<file path="config.mk">
export PLATFORM = sky130hd
export DESIGN_NAME = pc_gen_flat
export DESIGN_NICKNAME = d
export VERILOG_FILES = /design/src/rtl/pc_gen_pkg.sv /design/src/rtl/pc_gen_if.sv /design/src/rtl/pc_event_arbiter.sv /design/src/rtl/pc_gen.sv /design/src/flat_wrapper.sv
export SDC_FILE = /design/constraint.sdc
export NUM_CORES = 1
export LEC_CHECK = 0
export ABC_CLOCK_PERIOD_IN_PS = 4700
export CORE_MARGIN = 2
export CORE_UTILIZATION = 30
export CTS_CLUSTER_SIZE = 20
export DETAILED_ROUTE_END_ITERATION = 7
export GPL_ROUTABILITY_DRIVEN = 0
export GPL_TIMING_DRIVEN = 1
export PLACE_DENSITY = 0.57
export SYNTH_ARGS = -nofsm -noshare
export SYNTH_HDL_FRONTEND = slang
export SYNTH_SLANG_ARGS = --single-unit
</file>
<file path="constraint.sdc">
create_clock -name clk -period 4.7 [get_ports clk]
set_input_delay 0.705 -clock clk [delete_from_list [all_inputs] [get_ports clk]]
set_output_delay 0.705 -clock clk [all_outputs]
set_load 0.02 [all_outputs]
</file>
<file path="src/rtl/pc_gen_pkg.sv">
// Shared types for the PC generator: FSM states and the event-select encoding.
package pc_gen_pkg;

  localparam int unsigned DEFAULT_XLEN = 32;
  localparam int unsigned DEFAULT_STEP = 4;

  typedef enum logic [1:0] {
    ST_BOOT = 2'd0,
    ST_RUN  = 2'd1,
    ST_HALT = 2'd2
  } state_e;

  typedef enum logic [1:0] {
    EVT_NONE  = 2'd0,
    EVT_TRAP  = 2'd1,
    EVT_MRET  = 2'd2,
    EVT_REDIR = 2'd3
  } evt_sel_e;

endpackage

</file>
<file path="src/rtl/pc_gen_if.sv">
// Control-flow event inputs and fetch-request handshake of the PC generator.
interface pc_gen_if #(
  parameter int unsigned XLEN = 32
);
  logic            stall;
  logic            halt_req;
  logic            redirect_valid;
  logic [XLEN-1:0] redirect_addr;
  logic            trap_valid;
  logic [XLEN-1:0] trap_vec;
  logic [XLEN-1:0] trap_pc;
  logic            mret_valid;
  logic            fetch_ready;
  logic            fetch_valid;
  logic [XLEN-1:0] pc;
  logic [XLEN-1:0] epc;
  logic            misalign_err;

  modport master (
    input  stall, halt_req, redirect_valid, redirect_addr,
    input  trap_valid, trap_vec, trap_pc, mret_valid, fetch_ready,
    output fetch_valid, pc, epc, misalign_err
  );

  modport slave (
    output stall, halt_req, redirect_valid, redirect_addr,
    output trap_valid, trap_vec, trap_pc, mret_valid, fetch_ready,
    input  fetch_valid, pc, epc, misalign_err
  );
endinterface

</file>
<file path="src/rtl/pc_event_arbiter.sv">
// Picks the winning control-flow event (trap > mret > redirect) and checks
// redirect alignment; purely combinational.
module pc_event_arbiter
  import pc_gen_pkg::*;
#(
  parameter int unsigned XLEN = DEFAULT_XLEN,
  parameter int unsigned STEP = DEFAULT_STEP
) (
  input  logic            trap_valid,
  input  logic [XLEN-1:0] trap_vec,
  input  logic            mret_valid,
  input  logic [XLEN-1:0] epc,
  input  logic            redirect_valid,
  input  logic [XLEN-1:0] redirect_addr,
  output logic            evt_valid_c,
  output evt_sel_e        evt_sel_c,
  output logic [XLEN-1:0] evt_target_c,
  output logic            misalign_c
);

  localparam logic [XLEN-1:0] ALIGN_MASK = XLEN'(STEP - 1);

  logic redir_aligned;
  assign redir_aligned = (redirect_addr & ALIGN_MASK) == '0;

  // A misaligned redirect only reports an error when it would have won.
  always_comb begin
    evt_sel_c    = EVT_NONE;
    evt_target_c = '0;
    misalign_c   = 1'b0;
    if (trap_valid) begin
      evt_sel_c    = EVT_TRAP;
      evt_target_c = trap_vec & ~ALIGN_MASK;
    end else if (mret_valid) begin
      evt_sel_c    = EVT_MRET;
      evt_target_c = epc;
    end else if (redirect_valid) begin
      if (redir_aligned) begin
        evt_sel_c    = EVT_REDIR;
        evt_target_c = redirect_addr;
      end else begin
        misalign_c = 1'b1;
      end
    end
  end

  assign evt_valid_c = evt_sel_c != EVT_NONE;

endmodule

</file>
<file path="src/rtl/pc_gen.sv">
// Program-counter generator: sequential fetch addresses, redirect/trap/mret
// handling with a one-entry pending target, and a BOOT/RUN/HALT FSM.
module pc_gen
  import pc_gen_pkg::*;
#(
  parameter int unsigned          XLEN         = DEFAULT_XLEN,
  parameter logic [XLEN-1:0]      RESET_VECTOR = '0,
  parameter int unsigned          STEP         = DEFAULT_STEP
) (
  input  logic      clk,
  input  logic      rst_n,
  pc_gen_if.master  bus
);

  state_e          state_q, state_d;
  logic [XLEN-1:0] pc_q, pc_d;
  logic [XLEN-1:0] epc_q, epc_d;
  logic [XLEN-1:0] pend_addr_q, pend_addr_d;
  logic            pend_valid_q, pend_valid_d;
  logic            halt_pend_q, halt_pend_d;
  logic            fetch_valid_q, fetch_valid_d;
  logic            misalign_err_q, misalign_err_d;

  logic            evt_valid_c;
  evt_sel_e        evt_sel_c;
  logic [XLEN-1:0] evt_target_c;
  logic            misalign_c;
  logic            fire_c;
  logic            hold_c;

  pc_event_arbiter #(
    .XLEN (XLEN),
    .STEP (STEP)
  ) u_arb (
    .trap_valid     (bus.trap_valid),
    .trap_vec       (bus.trap_vec),
    .mret_valid     (bus.mret_valid),
    .epc            (epc_q),
    .redirect_valid (bus.redirect_valid),
    .redirect_addr  (bus.redirect_addr),
    .evt_valid_c    (evt_valid_c),
    .evt_sel_c      (evt_sel_c),
    .evt_target_c   (evt_target_c),
    .misalign_c     (misalign_c)
  );

  assign fire_c = fetch_valid_q && bus.fetch_ready;
  assign hold_c = fetch_valid_q && !bus.fetch_ready;

  always_comb begin
    state_d        = state_q;
    pc_d           = pc_q;
    epc_d          = epc_q;
    pend_addr_d    = pend_addr_q;
    pend_valid_d   = pend_valid_q;
    halt_pend_d    = halt_pend_q;
    misalign_err_d = misalign_c;

    if (evt_sel_c == EVT_TRAP) epc_d = bus.trap_pc;

    // An outstanding request must keep its pc, so park the target instead.
    if (evt_valid_c) begin
      if (hold_c) begin
        pend_valid_d = 1'b1;
        pend_addr_d  = evt_target_c;
      end else begin
        pc_d         = evt_target_c;
        pend_valid_d = 1'b0;
      end
    end else if (fire_c) begin
      if (pend_valid_q) begin
        pc_d         = pend_addr_q;
        pend_valid_d = 1'b0;
      end else begin
        pc_d = pc_q + XLEN'(STEP);
      end
    end

    case (state_q)
      ST_BOOT: state_d = ST_RUN;
      ST_RUN: begin
        if (bus.halt_req) halt_pend_d = 1'b1;
        if ((bus.halt_req || halt_pend_q) && !hold_c) begin
          state_d     = ST_HALT;
          halt_pend_d = 1'b0;
        end
      end
      ST_HALT: if (evt_valid_c) state_d = ST_RUN;
      default: state_d = ST_BOOT;
    endcase

    fetch_valid_d = (state_d == ST_RUN) && (!bus.stall || hold_c);
  end

  always_ff @(posedge clk or negedge rst_n) begin
    if (!rst_n) begin
      state_q        <= ST_BOOT;
      pc_q           <= RESET_VECTOR;
      epc_q          <= '0;
      pend_addr_q    <= '0;
      pend_valid_q   <= 1'b0;
      halt_pend_q    <= 1'b0;
      fetch_valid_q  <= 1'b0;
      misalign_err_q <= 1'b0;
    end else begin
      state_q        <= state_d;
      pc_q           <= pc_d;
      epc_q          <= epc_d;
      pend_addr_q    <= pend_addr_d;
      pend_valid_q   <= pend_valid_d;
      halt_pend_q    <= halt_pend_d;
      fetch_valid_q  <= fetch_valid_d;
      misalign_err_q <= misalign_err_d;
    end
  end

  assign bus.fetch_valid  = fetch_valid_q;
  assign bus.pc           = pc_q;
  assign bus.epc          = epc_q;
  assign bus.misalign_err = misalign_err_q;

endmodule
</file>
<file path="src/flat_wrapper.sv">
// flat-port wrapper written by rule: the top's interface ports become plain ports
module pc_gen_flat import pc_gen_pkg::*;
#(
  parameter int unsigned          XLEN         = DEFAULT_XLEN,
  parameter logic [XLEN-1:0]      RESET_VECTOR = '0,
  parameter int unsigned          STEP         = DEFAULT_STEP
)
  (clk, rst_n, bus_stall, bus_halt_req, bus_redirect_valid, bus_redirect_addr, bus_trap_valid, bus_trap_vec, bus_trap_pc, bus_mret_valid, bus_fetch_ready, bus_fetch_valid, bus_pc, bus_epc, bus_misalign_err);
  pc_gen_if #(.XLEN(XLEN)) bus_i ();
  input  logic clk;
  input  logic rst_n;
  input wire logic [$bits(bus_i.stall)-1:0] bus_stall;
  input wire logic [$bits(bus_i.halt_req)-1:0] bus_halt_req;
  input wire logic [$bits(bus_i.redirect_valid)-1:0] bus_redirect_valid;
  input wire logic [$bits(bus_i.redirect_addr)-1:0] bus_redirect_addr;
  input wire logic [$bits(bus_i.trap_valid)-1:0] bus_trap_valid;
  input wire logic [$bits(bus_i.trap_vec)-1:0] bus_trap_vec;
  input wire logic [$bits(bus_i.trap_pc)-1:0] bus_trap_pc;
  input wire logic [$bits(bus_i.mret_valid)-1:0] bus_mret_valid;
  input wire logic [$bits(bus_i.fetch_ready)-1:0] bus_fetch_ready;
  output wire logic [$bits(bus_i.fetch_valid)-1:0] bus_fetch_valid;
  output wire logic [$bits(bus_i.pc)-1:0] bus_pc;
  output wire logic [$bits(bus_i.epc)-1:0] bus_epc;
  output wire logic [$bits(bus_i.misalign_err)-1:0] bus_misalign_err;
  assign bus_i.stall = bus_stall;
  assign bus_i.halt_req = bus_halt_req;
  assign bus_i.redirect_valid = bus_redirect_valid;
  assign bus_i.redirect_addr = bus_redirect_addr;
  assign bus_i.trap_valid = bus_trap_valid;
  assign bus_i.trap_vec = bus_trap_vec;
  assign bus_i.trap_pc = bus_trap_pc;
  assign bus_i.mret_valid = bus_mret_valid;
  assign bus_i.fetch_ready = bus_fetch_ready;
  assign bus_fetch_valid = bus_i.fetch_valid;
  assign bus_pc = bus_i.pc;
  assign bus_epc = bus_i.epc;
  assign bus_misalign_err = bus_i.misalign_err;
  pc_gen #(.XLEN(XLEN), .RESET_VECTOR(RESET_VECTOR), .STEP(STEP)) u_core (.clk(clk), .rst_n(rst_n), .bus(bus_i));
endmodule
</file>
Word level (Yosys, flattened, before mapping)
Index checks and enable logic that the tools add are counted.
Widths: inputs -> output; s select.

storage, ports and cells
  register bits = 102
  latch bits = 0
  memory bits (writable) = 0
  ROM bits = 0
  output and inout port bits = 66
  memories kept = 0

operators by class
  add/subtract/negate cells = 1
  multipliers = 0
  div/mod/pow operators = 0
  order comparisons = 0
  eq/ne operators = 5
  shift-type cells = 0
  mux-type cells = 24
  bitwise operators = 0
  reduce and logical (&&, ||, !) cells = 17

operators with widths
  cell                   count
  $mux 32                8
  $add 32x3->32 const B  1
  $logic_not 32->1       1
  $mux 2                 6
  $mux 1                 9
  $eq 2x1->1 const B     3
  $pmux 2 s3             1
  $reduce_and 2->1       3
  $reduce_bool 2->1      3
  $logic_and 1x1->1      4
  $logic_not 1->1        3
  $eq 2x2->1 const B     1
  $logic_not 2->1        1
  $logic_or 1x1->1       2
  $ne 2x2->1 const B     1

Logic depth before layout (Yosys ltp)
Gate-level depths: netlist (run 1).

  word-level depth = 10
  depth in mapped cells = 7
  mapped depth without buffers = 6

Hierarchy
Synthesis (run 1) repeated with hierarchy kept, for this count alone.

second synthesis, totals
  cells, all modules = 560
  area total of the unflattened synthesis = 5779.3 um^2

by module, submodules not included
  module            times used  cells each  area an instance (um^2)  sequential area each (um^2)
  pc_gen            1           478         5131.2                   2552.4
  pc_event_arbiter  1           82          648.1                    0.0

Least setup slack after synthesis (run 1)
Ideal clock, no wire load.

  path type = input -> register
  start = input port bus_trap_valid
  end = register u_core.epc_q[10] (netlist: u_core.bus.epc[10])
  data arrival time = 2.060 ns
  setup slack = 2.515 ns
  stages = 5
  cells stage by stage = buf_2 > clkbuf_1 > clkbuf_1 > buf_1 > mux2_2

on the way
  cells in the longest elaborated chain, start to end = 2

RTL lines
  element               line                    source
  from (decl)           flat_wrapper.sv:16      input wire logic [$bits(bus_i.trap_valid)-1:0] bus_trap_valid;
  $mux 2                pc_event_arbiter.sv:31  if (trap_valid) begin
  $eq 2x1->1            pc_gen.sv:59            if (evt_sel_c == EVT_TRAP) epc_d = bus.trap_pc;
  to (signal assigned)  pc_gen.sv:108           epc_q <= epc_d;
  to (decl)             pc_gen.sv:17            logic [XLEN-1:0] epc_q, epc_d;

Every way passes these cells.
A chain may end at the register's enable or synchronous reset.

Worst setup path in the final report (run 1)
  start = input port bus_redirect_addr[0]
  end = register u_core.pend_addr_q[14]

on the way
  cells in the longest elaborated chain, start to end = 7

RTL lines
  element                            line                    source
  from (decl)                        flat_wrapper.sv:15      input wire logic [$bits(bus_i.redirect_addr)-1:0] bus_redirect_addr;
  $logic_not 32->1 (*)               pc_event_arbiter.sv:24  assign redir_aligned = (redirect_addr & ALIGN_MASK) == '0;
  $mux 2                             pc_event_arbiter.sv:38  if (redir_aligned) begin
  $mux 2                             pc_event_arbiter.sv:37  end else if (redirect_valid) begin
  $mux 2                             pc_event_arbiter.sv:34  end else if (mret_valid) begin
  $mux 2                             pc_event_arbiter.sv:31
  $reduce_bool 2->1                  pc_event_arbiter.sv:47  assign evt_valid_c = evt_sel_c != EVT_NONE;
  $reduce_and 2->1 (no source line)  -
  to (signal assigned)               pc_gen.sv:109           pend_addr_q <= pend_addr_d;
  to (decl)                          pc_gen.sv:18            logic [XLEN-1:0] pend_addr_q, pend_addr_d;

Every way passes the cells marked *; elsewhere a longest branch is shown, timed or not.

==> impl_metrics.py, run 1 <==
metrics = {
    "pwr": {
        "static-leakage-power_uw": 0.00300,
        "vdd_drop_max_v": 0.000213,
        "seq_power_share_pct": 40.5,
        "finalPower_uw": 3650,
        "clock_power_share_pct": 21.6,
        "power.density_mw_per_mm2": 476,
        "p_sw_uw": 1380,
        "swShare_pct": 37.9,
        "p_int_uw": 2270,
        "p_comb_share_pct": 37.9,
    },
    "yosys": {
        "yosysWarnings": 0,
        "synthArstFlopShare_pct": 100,
        "synth_cell_types": 66,
        "syn_inst": 577,
        "syn_avg_cell_area_um2": 9.57,
        "synth_edf_count": 0,
        "ys_seq_area_share_pct": 46.2,
        "yosys_most_used_dff": "dfrtp_1",
        "synth_largest_area_cell": "dfrtp_1",
        "synth_most_common_cell": "dfrtp_1",
        "yosysTopAreaCellShare_pct": 46.2,
        "syn-num-nets": 682,
        "ys_seq_elements": 102,
        "synth_commonest_cells": "102 x dfrtp_1, 68 x o21ai_0, 67 x nand2_1",
        "syn-cell-area_mm2": 0.00552,
        "synth_area_leaders": "dfrtp_1 46%, mux2_2 8.6%, o21ai_0 6.2%, nand2_1 4.6%, a21oi_1 2.7%",
    },
    "clock_tree": {
        "clk_pin_slew_ns": 0.07,
        "cts_hold_buf": 0,
        "cts-root-buf": "clkbuf_16",
        "clock-sinks": 102,
        "post_cts_buffers": 0,
        "cts_inserted_buffers": 9,
        "cts_max_path_buffers": 2,
        "insertion_delay_ns": 0.35,
        "cts_tree": "built",
        "cts_resized": 0,
        "cts_max_level": 3,
    },
    "floorplanning": {
        "core_area_mm2": 0.0180,
        "die_area_mm2": 0.0195,
        "die_w_um": 140,
        "rows": 49,
        "top_level_ports": 170,
        "die_y_um": 140,
        "initial_core_util_pct": 30.6,
    },
    "sta": {
        "relSlewSlack_pct": 32.3,
        "worst_hold_slack_ns": 0.482,
        "hold_violations": 0,
        "fin_tns_setup_ns": 0,
        "rsz0062_at_grt": "false",
        "max_freq_mhz": 327,
        "clock_skew_ns": 0.00991,
        "setup_viol": 0,
        "worst_slew_pin_slew_ns": 1.01,
        "min_period_ns": 3.06,
        "maxSlewViolCount": 0,
        "period_share_pct": 65.0,
    },
    "critical_path": {
        "path_max_fanout": 55,
        "cpMaxStageDelayCell": "or3b_1",
        "cp_cell_sequence": "clkdlybuf4s50_1, or3b_1, nand2_1, nand2_2, mux2_2",
        "r2r-start": "u_core.pend_valid_q",
        "crit_path_max_incr_delay_ns": 0.63,
        "r2r_slack_ns": 2.34,
        "crit_path_end_kind": "flop",
        "rr_worst_depth": 6,
        "critPathArrivalTime_ns": 3.29,
        "rr_endpoint": "u_core.bus.pc[24]",
        "criticalPathCategory": "in2reg",
        "crit_required_ns": 4.93,
        "cp-start-kind": "input pin",
    },
    "min_path": {
        "hold_class": "in2async",
    },
    "run": {
        "drv_cap": 0,
    },
    "route": {
        "drtIter0Drc": 389,
        "vias_per_cell": 5.40,
        "routed_wl_um": 18200,
        "wl_per_cell_um": 19.0,
        "remaining_drc_errors": 0,
        "drtPass1Iterations": 5,
        "vias": 5163,
        "ant_nets": 0,
    },
    "global_route": {
        "overflow": 0,
        "use_met1_pct": 27.3,
        "grt_pass1_vias": 5075,
        "top_usage_layer": "met1",
        "grt_usage_pct": 18.5,
        "grt_use_met3_pct": 4.37,
        "globalRouteMet2Util_pct": 27.1,
        "grt_pass1_wl_um": 28800,
        "antenna_found_initial": 0,
        "grt_max_degree": 92,
    },
    "layout": {
        "fin_nets": 827,
        "final_cell_area_mm2": 0.00767,
        "drive_above_1_share_pct": 11.1,
        "syn_to_final_growth_pct": 39.0,
        "num_antenna_cells": 0,
    },
    "placement": {
        "port_buffers": 167,
        "place.detailed.hpwl_um": 13200,
        "placed_cell_area_mm2": 0.00736,
    },
    "status": {
        "run_status": "finished clean",
    },
}
[per-layer routing]
| metal | up-vias | share of wire (%) |
|---|---|---|
| li1 | 2444 | - |
| met1 | 2504 | 48 |
| met2 | 200 | 43 |
| met3 | 15 | 7.2 |
| met4 | 0 | 1.3 |
| met5 | - | 0 |
[power by group through the flow]
stage | combinational (uW) | clock (uW) | sequential, uW
2_1_floorplan | 635 | 0 | 1580
3_3_place_gp | 1360 | 0 | 1480
3_5_place_dp | 1390 | 0 | 1490
4_1_cts | 1390 | 808 | 1480
5_1_grt | 1510 | 835 | 1530
6_report | 1380 | 790 | 1480
[worst max-delay path: cells and delay by family]
| family | cells | cell delay [ns] |
|---|---|---|
| buffers and inverters | 1 | 0.50 |
| muxes | 1 | 0.51 |
| and+or+nand+nor | 3 | 1.56 |
[flip-flops by register name, indices dropped and copies added (netlist names)]
signal,cells
u_core.bus.epc,32
u_core.bus.pc,32
u_core.bus.misalign_err,1
u_core.bus.fetch_valid,1
u_core.pend_valid_q,1
u_core.state_q,2
u_core.pend_addr_q,32
u_core.halt_pend_q,1
[final cells by class]
class / instances / area [um2]
clock buffer: 11 / 253
clock inverter: 5 / 56.3
fill: 1782 / 10400
inverter: 9 / 33.8
multi-input combinational: 424 / 2760
sequential: 102 / 2550
tap: 229 / 287
timing repair buffer: 176 / 1730
[how the worst max path moves through the flow]
stage                                    start                endpoint  slack [ns]
final                     bus_redirect_addr[0]  u_core.pend_addr_q[14]        1.64
after detailed placement  bus_redirect_addr[0]   u_core.pend_addr_q[9]        1.23
after CTS                 bus_redirect_addr[0]   u_core.pend_addr_q[9]        1.61
after global placement    bus_redirect_addr[0]  u_core.pend_addr_q[15]        1.31
after floorplan                 bus_trap_valid      u_core.bus.epc[10]        2.52
after global routing            bus_trap_valid  u_core.pend_addr_q[19]        1.47
[layout by cell type, fill, tap and decap left out, types with 10 or more instances in the layout]
cell / n
nand4_1: 10
nor3_1: 14
dfrtp_1: 102
buf_4: 11
a22oi_1: 13
a31oi_1: 11
nand2_1: 67
o21ai_0: 68
o211ai_1: 12
a221o_1: 13
a21oi_1: 30
mux2_2: 42
nand3_1: 15
nor2_1: 27
clkdlybuf4s50_1: 164
[logic make-up after synthesis]
group / Yosys count / share of synthesized area (%)
xor gates and xnor gates: 9 / 1.43
muxes: 43 / 8.75
AOI/OAI and AO/OA: 194 / 23.1
buffers and inverters: 51 / 3.83
adders and majority gates: 1 / 0.227
DFF: 102 / 46.2
and+or+nand+nor: 177 / 16.4
[through the flow]
step	setup slack (ns)	util (%)	instances
final	1.64	42.6	956
after detailed placement	1.23	40.9	940
after global routing	1.47	42.6	956
after global placement	1.31	40.9	940
after floorplan	2.52	-	577
after CTS	1.61	42.6	956
Note: power is estimated with default switching activity, not from simulation.
==> run 2, diff against run 1 <==
Settings changed: ABC_CLOCK_PERIOD_IN_PS 4700 to 2490, PLACE_DENSITY 0.57 to 0.6.
Clock period 4.7 ns to 2.49 ns, I/O delays scaled along.
==> run 2 against run 1 <==
Compared with the run above:
- the flow now finishes with violations (negative hold slack)
- first-iteration DRC count increased by 9.5%
- global-route usage increased by 0.33 points
- total power increased by 93%
- largest cell class unchanged
- highest routed layer unchanged
==> impl_metrics.py, run 2 (synthesis gave the netlist of run 1 again) <==
metrics = {
    "critical_path": {
        "path_max_fanout": 9,
        "rr_worst_depth": 5,
        "crit_required_ns": 2.71,
        "r2r_slack_ns": 0.54,
        "criticalPathCategory": "in2reg",
        "rr_endpoint": "u_core.bus.pc[31]",
        "critPathArrivalTime_ns": 2.29,
        "crit_path_end_kind": "flop",
        "r2r-start": "u_core.bus.pc[4]",
        "cp-start-kind": "input pin",
    },
    "clock_tree": {
        "cts_inserted_buffers": 9,
        "cts_hold_buf": 0,
        "cts-root-buf": "clkbuf_16",
        "cts_max_path_buffers": 2,
        "insertion_delay_ns": 0.35,
        "clk_pin_slew_ns": 0.07,
        "cts_resized": 0,
        "clock-sinks": 102,
        "post_cts_buffers": 0,
        "cts_max_level": 3,
        "cts_tree": "built",
    },
    "floorplanning": {
        "die_y_um": 140,
        "die_area_mm2": 0.0195,
        "rows": 49,
        "die_w_um": 140,
        "core_area_mm2": 0.0180,
        "top_level_ports": 170,
        "initial_core_util_pct": 30.6,
    },
    "pwr": {
        "seq_power_share_pct": 39.2,
        "vdd_drop_max_v": 0.000383,
        "p_int_uw": 4440,
        "swShare_pct": 37.1,
        "power.density_mw_per_mm2": 885,
        "static-leakage-power_uw": 0.00317,
        "p_comb_share_pct": 39.2,
        "p_sw_uw": 2620,
        "clock_power_share_pct": 21.6,
    },
    "route": {
        "drtIter0Drc": 426,
        "wl_per_cell_um": 18.6,
        "drtPass1Iterations": 5,
        "vias_per_cell": 5.31,
        "vias": 5240,
        "ant_nets": 0,
        "routed_wl_um": 18300,
        "remaining_drc_errors": 0,
    },
    "sta": {
        "clock_skew_ns": 0.00594,
        "rsz0062_at_grt": "false",
        "hold_violations": 1,
        "setup_viol": 0,
        "period_share_pct": 83.3,
        "worst_slew_pin_slew_ns": 0.619,
        "maxSlewViolCount": 0,
        "min_period_ns": 2.07,
        "fin_tns_setup_ns": 0,
        "max_freq_mhz": 482,
        "worst_hold_slack_ns": -0.00160,
        "relSlewSlack_pct": 58.3,
    },
    "layout": {
        "fin_nets": 857,
        "fin_cells": 986,
        "layout_common_cells": "164 x clkdlybuf4s50_1, 102 x dfrtp_1, 68 x o21ai_0",
        "drive_above_1_share_pct": 14.5,
        "num_antenna_cells": 0,
        "syn_to_final_growth_pct": 44.6,
        "final_common_cell": "clkdlybuf4s50_1",
    },
    "global_route": {
        "antenna_found_initial": 0,
        "grt_pass1_vias": 5166,
        "overflow": 0,
        "grt_usage_pct": 18.8,
        "grt_max_degree": 56,
        "grt_pass1_wl_um": 29100,
    },
    "status": {
        "violations": "negative hold slack",
        "run_status": "finished with violations",
    },
    "run": {
        "drv_cap": 0,
    },
    "min_path": {
        "hold_class": "in2async",
    },
    "placement": {
        "dp_cells": 970,
        "port_buffers": 167,
        "place.detailed.hpwl_um": 13900,
    },
}
## run 2: cell count changes in the layout (fill, tap and decap cells not counted)
cell / change
bufinv_16: +1
clkbuf_8: -2
clkbuf_1: +1
clkinv_4: +1
buf_4: +24
inv_6: -1
buf_12: +6
## run 2: per-stage QoR
stage	instance area [um2]	power (uW)	util, %	worst slack (ns)	hold WS (ns)
final	7980	7060	44.3	0.415	-0.00160
after global routing	7980	7490	44.3	0.318	0.0291
after CTS	7980	7110	44.3	0.420	0.0162
after detailed placement	7660	5570	42.5	0.0516	0.396
after global placement	7660	5480	42.5	0.0596	0.398
after floorplan	5520	4180	-	0.552	0.0779
## run 2: layout make-up
| type | count | area [um2] |
|---|---|---|
| clock inverter | 6 | 86.3 |
| fill | 1746 | 10000 |
| timing repair buffer | 206 | 2030 |
| sequential | 102 | 2550 |
| multi-input combinational | 424 | 2760 |
| inverter | 9 | 33.8 |
| clock buffer | 10 | 229 |
| tap | 229 | 287 |
## run 2: worst max-delay path, cell delays in order
cell,delay (ns)
clkdlybuf4s50_1,0.50
or3b_1,0.44
buf_4,0.18
and3_1,0.28
o2bb2ai_1,0.17
a31oi_1,0.24
o211ai_1,0.12
## run 2: how the worst max path moves through the flow
stage	start	endpoint	slack, ns	cells past startpoint
floorplan	u_core.bus.pc[9]	u_core.bus.pc[31]	0.55	5
global placement	bus_redirect_addr[1]	u_core.bus.pc[26]	0.06	7
detailed placement	bus_redirect_addr[1]	u_core.bus.pc[26]	0.05	7
CTS	bus_redirect_addr[1]	u_core.bus.pc[26]	0.42	7
global route	bus_redirect_valid	u_core.bus.pc[26]	0.32	7
finish	bus_redirect_addr[1]	u_core.bus.pc[26]	0.42	7
## run 2: power by group through the flow
stage               logic [uW]  clock network, uW  registers (uW)
finish                    2770               1520            2770
global route              3010               1630            2850
CTS                       2790               1560            2760
detailed placement        2780                  0            2790
global placement          2720                  0            2760
floorplan                 1200                  0            2980
## run 2: per-layer routing
metal / global-route usage, % / up-vias / part of all wire, %
met1: 27.1 / 2523 / 48
met2: 28.4 / 187 / 44
met4: 6.32 / 0 / 1.8
met3: 3.82 / 20 / 6.3
met5: 0 / - / 0
li1: - / 2510 / -
==> run 3, diff against run 2 <==
Settings changed: ABC_CLOCK_PERIOD_IN_PS 2490 to 2060, PLACE_DENSITY 0.6 to 0.57.
Clock period 2.49 ns to 2.06 ns, I/O delays scaled along.
==> run 3 against run 2 <==
Compared with the run above:
- the flow now finishes without violations
- critical path type unchanged
- first-iteration DRC count is 4.2% higher
- sequential share of layout area shrank 1.0 points
- global-route usage up 0.49 points
- clock skew up 0.0015 ns
- worst hold slack gained 0.38 ns
- core utilization grew 1.5 points
- register-to-register slack lost 0.42 ns
- clock power rose by 11%
- critical endpoint is now u_core.bus.pc[17]
- largest cell class unchanged
- sequential power rose by 18%
- setup slack worse by 0.30 ns
- cell area is 3.3% higher
==> impl_metrics.py, run 3 (synthesis gave the netlist of run 1 again) <==
metrics = {
    "layout": {
        "num_antenna_cells": 0,
        "syn_to_final_growth_pct": 49.4,
        "final_common_cell": "clkdlybuf4s50_1",
        "final_cell_area_mm2": 0.00824,
        "nFillCells": 1708,
        "fin_nets": 887,
        "drive_above_1_share_pct": 17.8,
        "layout_common_cells": "164 x clkdlybuf4s50_1, 102 x dfrtp_1, 67 x nand2_1, 67 x o21ai_0, 59 x buf_4",
    },
    "sta": {
        "min_period_ns": 1.95,
        "setup_viol": 0,
        "layout_setup_ws_ns": 0.114,
        "period_share_pct": 94.5,
        "clock_skew_ns": 0.00740,
        "rsz0062_at_grt": "false",
        "hold_violations": 0,
        "worst_slew_pin_slew_ns": 0.636,
        "worst_hold_slack_ns": 0.379,
        "max_freq_mhz": 514,
        "maxSlewViolCount": 0,
        "relSlewSlack_pct": 57.1,
    },
    "clock_tree": {
        "cts_max_path_buffers": 2,
        "cts_inserted_buffers": 9,
        "post_cts_buffers": 0,
        "cts-root-buf": "clkbuf_16",
        "cts_max_level": 3,
        "clock-sinks": 102,
        "cts_tree": "built",
        "insertion_delay_ns": 0.35,
        "clk_pin_slew_ns": 0.07,
    },
    "placement": {
        "dp_slack_ns": -0.277,
        "place.detailed.hpwl_um": 14400,
        "port_buffers": 167,
        "placed_cell_area_mm2": 0.00794,
    },
    "pwr": {
        "p_comb_share_pct": 42.6,
        "vdd_drop_max_v": 0.000485,
        "clock_power_share_pct": 19.5,
        "swShare_pct": 37.6,
        "seq_power_share_pct": 37.9,
        "p_int_uw": 5370,
        "static-leakage-power_uw": 0.00332,
        "power.density_mw_per_mm2": 1040,
        "p_sw_uw": 3240,
    },
    "global_route": {
        "grt_pass1_vias": 5273,
        "antenna_found_initial": 0,
        "grt_pass1_wl_um": 29700,
        "grt_max_degree": 56,
        "overflow": 0,
        "grt_usage_pct": 19.3,
    },
    "floorplanning": {
        "die_y_um": 140,
        "initial_core_util_pct": 30.6,
        "core_area_mm2": 0.0180,
        "die_w_um": 140,
        "top_level_ports": 170,
        "die_area_mm2": 0.0195,
        "rows": 49,
    },
    "route": {
        "remaining_drc_errors": 0,
        "vias": 5396,
        "ant_nets": 0,
        "drtPass1Iterations": 5,
        "drtIter0Drc": 444,
        "vias_per_cell": 5.31,
        "wl_per_cell_um": 18.5,
        "routed_wl_um": 18800,
    },
    "critical_path": {
        "crit_required_ns": 2.30,
        "cp_cell_sequence": "clkdlybuf4s50_1, buf_4, nor4b_4, buf_12, a221o_1, o21ai_0, o311a_1, o22ai_1",
        "critPathArrivalTime_ns": 2.19,
        "crit_path_end_kind": "flop",
        "r2r-start": "u_core.bus.pc[2]",
        "path_max_fanout": 15,
        "rr_worst_depth": 7,
        "r2r_slack_ns": 0.12,
        "cp_num_buf_inv": 3,
        "cpMaxStageDelayCell": "clkdlybuf4s50_1",
        "rr_endpoint": "u_core.bus.pc[20]",
        "critPathTopFamily": "buffers and inverters",
        "cp-start-kind": "input pin",
        "criticalPathCategory": "in2reg",
        "crit_path_max_incr_delay_ns": 0.46,
    },
    "min_path": {
        "hold_class": "in2reg",
        "hold_start": "bus_trap_valid",
        "hold-path-endpoint": "u_core.bus.misalign_err",
        "hold_depth": 3,
    },
    "run": {
        "drv_cap": 0,
    },
    "status": {
        "run_status": "finished clean",
    },
}
==> run 3: cell types whose count changed in the layout (fill, tap and decap cells not counted), moves of 2 or more <==
cell / change
clkinv_2: -2
clkinvlp_4: +2
buf_4: +24
buf_12: +5
clkbuf_8: +2
bufinv_16: -2
==> run 3: timing repair <==
action / 4_1_cts / 5_1_grt
hold endpoints to repair: 33 / 0
resized for setup: 0 / 2
hold buffers: 1 / 0
setup endpoints to repair: 0 / 1
==> run 3: tightest hold or removal path: stages <==
cell and delay, ns:
buf_4 0.15, nor2_1 0.09, o211a_1 0.13
==> run 3: area by class of cell <==
class	count	area, um2	share of cell area [%]
clock buffers	12	256	3.11
multi-input cells	424	2760	33.5
inverters	9	33.8	0.410
flip-flops and latches	102	2550	31.0
well taps	229	287	3.48
repair buffers	236	2320	28.1
clock inverters	4	31.3	0.379
==> run 3: through the flow <==
stage	utilization, %	setup TNS (ns)	instances	total power (uW)
finish	45.7	0	1016	8610
global route	45.7	0	1016	9160
CTS	45.7	0	1016	8660
detailed placement	44.1	-6.04	999	6960
global placement	44.1	-4.48	999	6870
floorplan	-	0	577	5060
==> run 3: power groups by stage <==
| stage | Clock, uW | Sequential, uW | Combinational, uW |
|---|---|---|---|
| 2_1_floorplan | 0 | 3610 | 1450 |
| 3_3_place_gp | 0 | 3270 | 3600 |
| 3_5_place_dp | 0 | 3300 | 3660 |
| 4_1_cts | 1720 | 3270 | 3680 |
| 5_1_grt | 1810 | 3370 | 3980 |
| 6_report | 1680 | 3270 | 3670 |
==> run 3: per-layer routing <==
| layer | part of all wire, % | vias to the layer above | GRT usage, % |
|---|---|---|---|
| li1 | - | 2569 | - |
| met3 | 6.9 | 23 | 4.20 |
| met2 | 45 | 202 | 29.3 |
| met1 | 46 | 2602 | 27.6 |
| met4 | 1.9 | 0 | 6.21 |
| met5 | 0 | - | 0 |
==> run 3: worst max path at each step <==
stage / start / endpoint / cells after the start
floorplan: u_core.bus.pc[9] / u_core.bus.pc[31] / 5
global placement: bus_redirect_valid / u_core.bus.pc[15] / 7
detailed placement: bus_redirect_valid / u_core.bus.pc[15] / 7
CTS: bus_redirect_valid / u_core.bus.pc[15] / 7
global route: u_core.bus.pc[8] / u_core.bus.pc[11] / 6
finish: bus_redirect_addr[0] / u_core.bus.pc[17] / 8
